`config.mk`:
```
export PLATFORM = sky130hd
export DESIGN_NAME = lsu_mem_issue
export DESIGN_NICKNAME = d
export VERILOG_FILES = /design/src/rtl/lsu_mem_issue_pkg.sv /design/src/rtl/lsu_byte_merge.sv /design/src/rtl/lsu_mem_issue.sv
export SDC_FILE = /design/constraint.sdc
export NUM_CORES = 1
export LEC_CHECK = 0
export CAP_MARGIN = 25
export CORE_MARGIN = 3
export CORE_UTILIZATION = 45
export DETAILED_ROUTE_END_ITERATION = 10
export PLACE_DENSITY = 0.87
export SKIP_CTS_REPAIR_TIMING = 1
export SYNTH_ARGS = -nofsm -noshare
export SYNTH_HDL_FRONTEND = slang
export SYNTH_SLANG_ARGS = --single-unit
```
`constraint.sdc`:
```
create_clock -name clk -period 9.3 [get_ports clk]
set_input_delay 0.93 -clock clk [delete_from_list [all_inputs] [get_ports clk]]
set_output_delay 0.93 -clock clk [all_outputs]
set_load 0.03 [all_outputs]
```
`src/rtl/lsu_mem_issue_pkg.sv`:
```
// Shared LSU definitions: XLEN, memory access mode codes and FSM state encodings,
// plus helpers that classify a request mode against an address.
`ifndef LSU_MEM_ISSUE_DEFINES
`define LSU_MEM_ISSUE_DEFINES
`define XLEN          32
`define MEM_MODE_B    3'b000
`define MEM_MODE_H    3'b001
`define MEM_MODE_W    3'b010
`define MEM_MODE_BU   3'b100
`define MEM_MODE_HU   3'b101
`define LSU_ST_IDLE   2'd0
`define LSU_ST_ACCESS 2'd1
`define LSU_ST_SPLIT  2'd2
`define LSU_ST_DONE   2'd3
`endif

package lsu_mem_issue_pkg;

  typedef enum logic [1:0] {
    ST_IDLE   = `LSU_ST_IDLE,
    ST_ACCESS = `LSU_ST_ACCESS,
    ST_SPLIT  = `LSU_ST_SPLIT,
    ST_DONE   = `LSU_ST_DONE
  } lsu_state_e;

  function automatic logic mode_ok(input logic [2:0] m);
    case (m)
      `MEM_MODE_B, `MEM_MODE_H, `MEM_MODE_W, `MEM_MODE_BU, `MEM_MODE_HU: return 1'b1;
      default: return 1'b0;
    endcase
  endfunction

  function automatic logic mode_unsigned(input logic [2:0] m);
    return (m == `MEM_MODE_BU) || (m == `MEM_MODE_HU);
  endfunction

  // Byte accesses are always aligned; undefined modes report aligned and are
  // rejected separately by mode_ok.
  function automatic logic is_aligned(input logic [2:0] m, input logic [1:0] a);
    case (m)
      `MEM_MODE_H, `MEM_MODE_HU: return (a[0] == 1'b0);
      `MEM_MODE_W:               return (a == 2'b00);
      default:                   return 1'b1;
    endcase
  endfunction

  function automatic logic [2:0] access_bytes(input logic [2:0] m);
    case (m)
      `MEM_MODE_H, `MEM_MODE_HU: return 3'd2;
      `MEM_MODE_W:               return 3'd4;
      default:                   return 3'd1;
    endcase
  endfunction

endpackage

```
`src/rtl/lsu_byte_merge.sv`:
```
// Inserts one byte into a little-endian lane of an accumulator and returns the
// merged word sign/zero-extended according to the original access mode.
module lsu_byte_merge
  import lsu_mem_issue_pkg::*;
#(
  parameter int XLEN = `XLEN
) (
  input  logic [XLEN-1:0] i_acc,
  input  logic [7:0]      i_byte,
  input  logic [1:0]      i_lane,
  input  logic [2:0]      i_mode,
  output logic [XLEN-1:0] o_merged,
  output logic [XLEN-1:0] o_ext
);

  always_comb begin
    o_merged = i_acc;
    o_merged[{i_lane, 3'b000} +: 8] = i_byte;
  end

  always_comb begin
    case (i_mode)
      `MEM_MODE_B:  o_ext = XLEN'($signed(o_merged[7:0]));
      `MEM_MODE_H:  o_ext = XLEN'($signed(o_merged[15:0]));
      `MEM_MODE_W:  o_ext = XLEN'($signed(o_merged[31:0]));
      `MEM_MODE_BU: o_ext = XLEN'(o_merged[7:0]);
      `MEM_MODE_HU: o_ext = XLEN'(o_merged[15:0]);
      default:      o_ext = o_merged;
    endcase
  end

endmodule

```
`src/rtl/lsu_mem_issue.sv`:
```
// Single-outstanding load/store issue FSM between a request port and a memory.
// Define LSU_MISALIGN_SPLIT_EN to split misaligned H/HU/W into byte accesses.
module lsu_mem_issue
  import lsu_mem_issue_pkg::*;
#(
  parameter int XLEN = `XLEN
) (
  input  logic            clk,
  input  logic            rst,
  input  logic            req_valid,
  output logic            req_ready,
  input  logic            req_we,
  input  logic [XLEN-1:0] req_addr,
  input  logic [XLEN-1:0] req_wdata,
  input  logic [2:0]      req_mode,
  output logic            resp_valid,
  output logic [XLEN-1:0] resp_rdata,
  output logic            resp_err,
  output logic [XLEN-1:0] mem_addr,
  output logic [XLEN-1:0] mem_wdata,
  output logic [2:0]      mem_mode,
  output logic            mem_we,
  output logic            mem_re,
  input  logic [XLEN-1:0] mem_rdata,
  output logic            busy
);

  lsu_state_e      r_state, w_next;
  logic            r_we, r_err;
  logic [XLEN-1:0] r_addr, r_wdata, r_rdata;
  logic [2:0]      r_mode;
  logic            w_hs, w_bad, w_aligned, w_req_err;

  assign w_hs      = req_valid & (r_state == ST_IDLE);
  assign w_bad     = !mode_ok(req_mode) | (req_we & mode_unsigned(req_mode));
  assign w_aligned = is_aligned(req_mode, req_addr[1:0]);

`ifdef LSU_MISALIGN_SPLIT_EN
  logic [1:0]      r_cnt;
  logic            w_last;
  logic [7:0]      w_st_byte;
  logic [XLEN-1:0] w_merged, w_ext;

  assign w_req_err = w_bad;
  assign w_last    = ({1'b0, r_cnt} == access_bytes(r_mode) - 3'd1);
  assign w_st_byte = r_wdata[{r_cnt, 3'b000} +: 8];

  lsu_byte_merge #(.XLEN(XLEN)) u_merge (
    .i_acc    (r_rdata),
    .i_byte   (mem_rdata[7:0]),
    .i_lane   (r_cnt),
    .i_mode   (r_mode),
    .o_merged (w_merged),
    .o_ext    (w_ext)
  );
`else
  assign w_req_err = w_bad | !w_aligned;
`endif

  always_ff @(posedge clk or posedge rst) begin
    if (rst) r_state <= ST_IDLE;
    else     r_state <= w_next;
  end

  // Memory strobes are decoded from the state register so reset drops them at once.
  always_comb begin
    w_next     = r_state;
    req_ready  = 1'b0;
    busy       = 1'b1;
    resp_valid = 1'b0;
    resp_rdata = '0;
    resp_err   = 1'b0;
    mem_addr   = '0;
    mem_wdata  = '0;
    mem_mode   = '0;
    mem_we     = 1'b0;
    mem_re     = 1'b0;
    case (r_state)
      ST_IDLE: begin
        req_ready = 1'b1;
        busy      = 1'b0;
        if (w_hs) begin
          if (w_req_err)      w_next = ST_DONE;
          else if (w_aligned) w_next = ST_ACCESS;
`ifdef LSU_MISALIGN_SPLIT_EN
          else                w_next = ST_SPLIT;
`endif
        end
      end
      ST_ACCESS: begin
        mem_addr  = r_addr;
        mem_wdata = r_wdata;
        mem_mode  = r_mode;
        mem_we    = r_we;
        mem_re    = !r_we;
        w_next    = ST_DONE;
      end
`ifdef LSU_MISALIGN_SPLIT_EN
      ST_SPLIT: begin
        mem_addr  = r_addr + XLEN'(r_cnt);
        mem_wdata = XLEN'(w_st_byte);
        mem_mode  = r_we ? `MEM_MODE_B : `MEM_MODE_BU;
        mem_we    = r_we;
        mem_re    = !r_we;
        if (w_last) w_next = ST_DONE;
      end
`endif
      ST_DONE: begin
        resp_valid = 1'b1;
        resp_rdata = r_rdata;
        resp_err   = r_err;
        w_next     = ST_IDLE;
      end
      default: w_next = ST_IDLE;
    endcase
  end

  // r_rdata is cleared at the handshake so stores and refused requests answer 0.
  always_ff @(posedge clk or posedge rst) begin
    if (rst) begin
      r_we    <= 1'b0;
      r_err   <= 1'b0;
      r_addr  <= '0;
      r_wdata <= '0;
      r_mode  <= '0;
      r_rdata <= '0;
`ifdef LSU_MISALIGN_SPLIT_EN
      r_cnt   <= '0;
`endif
    end else begin
      if (w_hs) begin
        r_we    <= req_we;
        r_err   <= w_req_err;
        r_addr  <= req_addr;
        r_wdata <= req_wdata;
        r_mode  <= req_mode;
        r_rdata <= '0;
`ifdef LSU_MISALIGN_SPLIT_EN
        r_cnt   <= '0;
`endif
      end else if (r_state == ST_ACCESS && !r_we) begin
        r_rdata <= mem_rdata;
      end
`ifdef LSU_MISALIGN_SPLIT_EN
      else if (r_state == ST_SPLIT) begin
        r_cnt <= r_cnt + 2'd1;
        if (!r_we) r_rdata <= w_last ? w_ext : w_merged;
      end
`endif
    end
  end

endmodule

```
==> summary.md <==
| Metric | Value |
|---|---|
| RSZ-0062 raised after global routing | no |
| H-tree depth | 3 |
| Post-DR vias/cell | a little over 5 |
| Final worst path period share | a little over two fifths |
| CP Launch Type | flop |
| Full die area | 11200 um2 |
| Crit Path Category | reg -> out |
| Final Critical Period | 3.880 ns |
| I/O pin count | 208 |
| Finish-stage setup viols | 0 |
| Worst min-delay path endpoint | r_rdata[4]$_DFFE_PP0P_ |
| Final Slew Violations | 0 |
| Final WL | between 10000 and 15000 um |
| Core Rows | 35 |
| Initial antenna violation count | 0 |
| Chip height | between 100 and 150 um |
| Slew @ Worst Pin | ~0.99 ns |
| Clock skew | 0.008446 ns |
| Iteration-0 DRC Markers | 132 |
| Rel. slew slack | roughly a third |
| Routed Antenna Nets | 0 |
| Post-synthesis sequential area ratio | around 57% |
| GRT Residual Overflow | 0 |
| Port bufs | 207 |
| Top-area cell type share of the netlist area | about 57% |
| Global-route wire length before repair | 18580 um |
| Hold WC Path Type | reg -> reg |
| Max_cap viols | 0 |
| Crit path launch | r_state[0]$_DFFE_PP0P_ |
| Hold path depth | 1 |
| Most common cell in the netlist | dfrtp_1 |
| P_leak | around 3 nW |
| Die width | approximately 110 um |
| Synthesized netlist cell count | 348 |
| TritonCTS Buffers | 9 |
| Nets@finish | 648 |
| Final RePlAce weighted congestion | between 0.7 and 0.8 |
| Ys Warns | 0 |
| Top cells by area, synth | dfrtp_1, mux2_2, and2_1 |
| DR WL/cell | 17.07 um |
| Final count of hold timing violations | 0 |
| Post-synth EDFFs | 0 |
| PD cells | 333.3 nW/um2 |
| Root Buffer | clkbuf_8 |
| Setup TNS Final | 0 ns |
| TritonCTS clock tree | yes |
| Critical Path AT | slightly below 3 ns |
| Fmax achieved | between 200 and 300 MHz |
| #FFs+latches synth | between 100 and 150 |
| Status | finished clean |
| Area delta synth->final | 54.40% |
| Via count | about 3500 |
| Yosys cell types | 18 |
| Critical Path Fanout Max | between 60 and 70 |
| Hold path startpoint | r_rdata[4]$_DFFE_PP0P_ |
| Synth top cells by count | dfrtp_1, and2_1, mux2_2, and3_1, a22o_1 |
| Ys async rst share | 100.0% |
| Cell Area, Synth | 4483 um2 |
| Crit. End Element | output pin |
| Worst EP required | roughly 8.4 ns |
| Largest net degree at the start of global routing | 69 |
| Reg2reg end | r_rdata[6]$_DFFE_PP0P_ |
| Pre-antenna DRT Iters | 4 |
| Reg-to-Reg Start | r_state[0]$_DFFE_PP0P_ |
| R2r setup slk | roughly 6.9 ns |
| Post-synth top flop | dfrtp_1 |
| GR Util All Layers | between 20% and 30% |
| Synth area leader | dfrtp_1 |
| Initial core utilization | between 40% and 50% |
| Dpl hpwl | 8517 um |
| Drt drc | 0 |
| Hold_ws | roughly 0.5 ns |
| Sink Count | a little over 100 |
| Diodes inserted | 0 |
| Vias in the first global route | roughly 3600 |
| Worst skew pair latency | between 0.3 and 0.4 ns |
| Worst Reg-to-Reg Cells | 5 |
| Max IR drop VDD | roughly 0.17 mV |
| Worst-path clk slew | 0.09 ns |
| Mapped Nets | roughly 450 |
| Max Buffers Root-to-Sink | 2 |
| Layout cells sized above 1 | approximately 17% |
| Mapped Avg Cell Area | between 10 and 15 um2 |
| Core footprint | around 9500 um2 |
[power breakdown]
part | switching, mW | total [mW] | internal [mW]
logic | 0.634 | 1.25 | 0.613
registers | 0.123 | 0.780 | 0.657
clock network | 0.147 | 0.280 | 0.133
[final cells by class]
class,instances,area (um2)
Sequential cell,103,2577
Fill cell,671,2537
Timing Repair Buffer,214,2177
Multi-Input combinational cell,213,1789
Tap cell,129,161.4
Clock buffer,12,145.1
Clock inverter,4,53.80
Inverter,4,17.52
[kinds of logic after synthesis]
group / count (synthesis) / synth area share (%)
mux: 69 / 17.30
compound gates: 35 / 6.838
buf+inv: 32 / 3.042
flops: 103 / 57.49
simple gates: 109 / 15.32
[registers in the layout, summed over array words and instances (netlist names)]
name	count
r_rdata	32
r_we	1
r_mode	3
r_addr	32
r_err	1
r_state	2
r_wdata	32
[placed cells by master, fill, tap and decap left out]
cell type	instances
clkdlybuf4s50_1	207
inv_4	1
a22o_1	32
clkinvlp_4	2
nor2_1	2
inv_6	1
buf_12	1
clkbuf_1	2
and3_1	33
o41ai_1	1
buf_4	4
mux2i_1	1
nor3b_4	2
or2_2	1
bufinv_16	1
and2_1	69
a211oi_1	1
inv_1	3
dfrtp_1	103
nor2_2	1
clkbuf_8	10
mux2_2	68
a221o_1	1
buf_16	2
nor2_4	1
[worst max-delay path by stage]
stage,end,slack [ns]
final,mem_addr[15],5.42
after global routing,mem_addr[15],5.20
after CTS,mem_mode[1],4.92
after detailed placement,mem_mode[1],5.30
after global placement,mem_mode[1],5.38
after floorplan,r_addr[0]$_DFFE_PP0P_,5.67
[worst max-delay path: stages, from the launching register on]
cell	delay [ns]
dfrtp_1	1.00
inv_1	0.21
nor2_4	0.26
buf_12	0.24
and2_1	0.16
clkdlybuf4s50_1	0.70
[metrics by stage]
| stage | utilization (%) | instances | area, um2 | total power, mW | setup WS [ns] |
|---|---|---|---|---|---|
| final | 73.17 | 679 | 6922 | 2.307 | 5.420 |
| after global routing | 73.17 | 679 | 6922 | 2.442 | 5.200 |
| after CTS | 72.67 | 677 | 6874 | 2.311 | 4.917 |
| after detailed placement | 70.57 | 661 | 6675 | 2.026 | 5.297 |
| after global placement | 70.28 | 660 | 6648 | 1.969 | 5.381 |
| after floorplan | - | 348 | 4483 | 1.542 | 5.666 |
[per-layer routing]
layer	share of wire [%]	global-route usage (%)	wire [um]
met5	0	0	0
met1	40	25.66	4672
met2	51	36.25	5911
met3	7.3	4.899	844
met4	1.4	5.828	161
No activity file was read; power rests on OpenSTA's default activity.
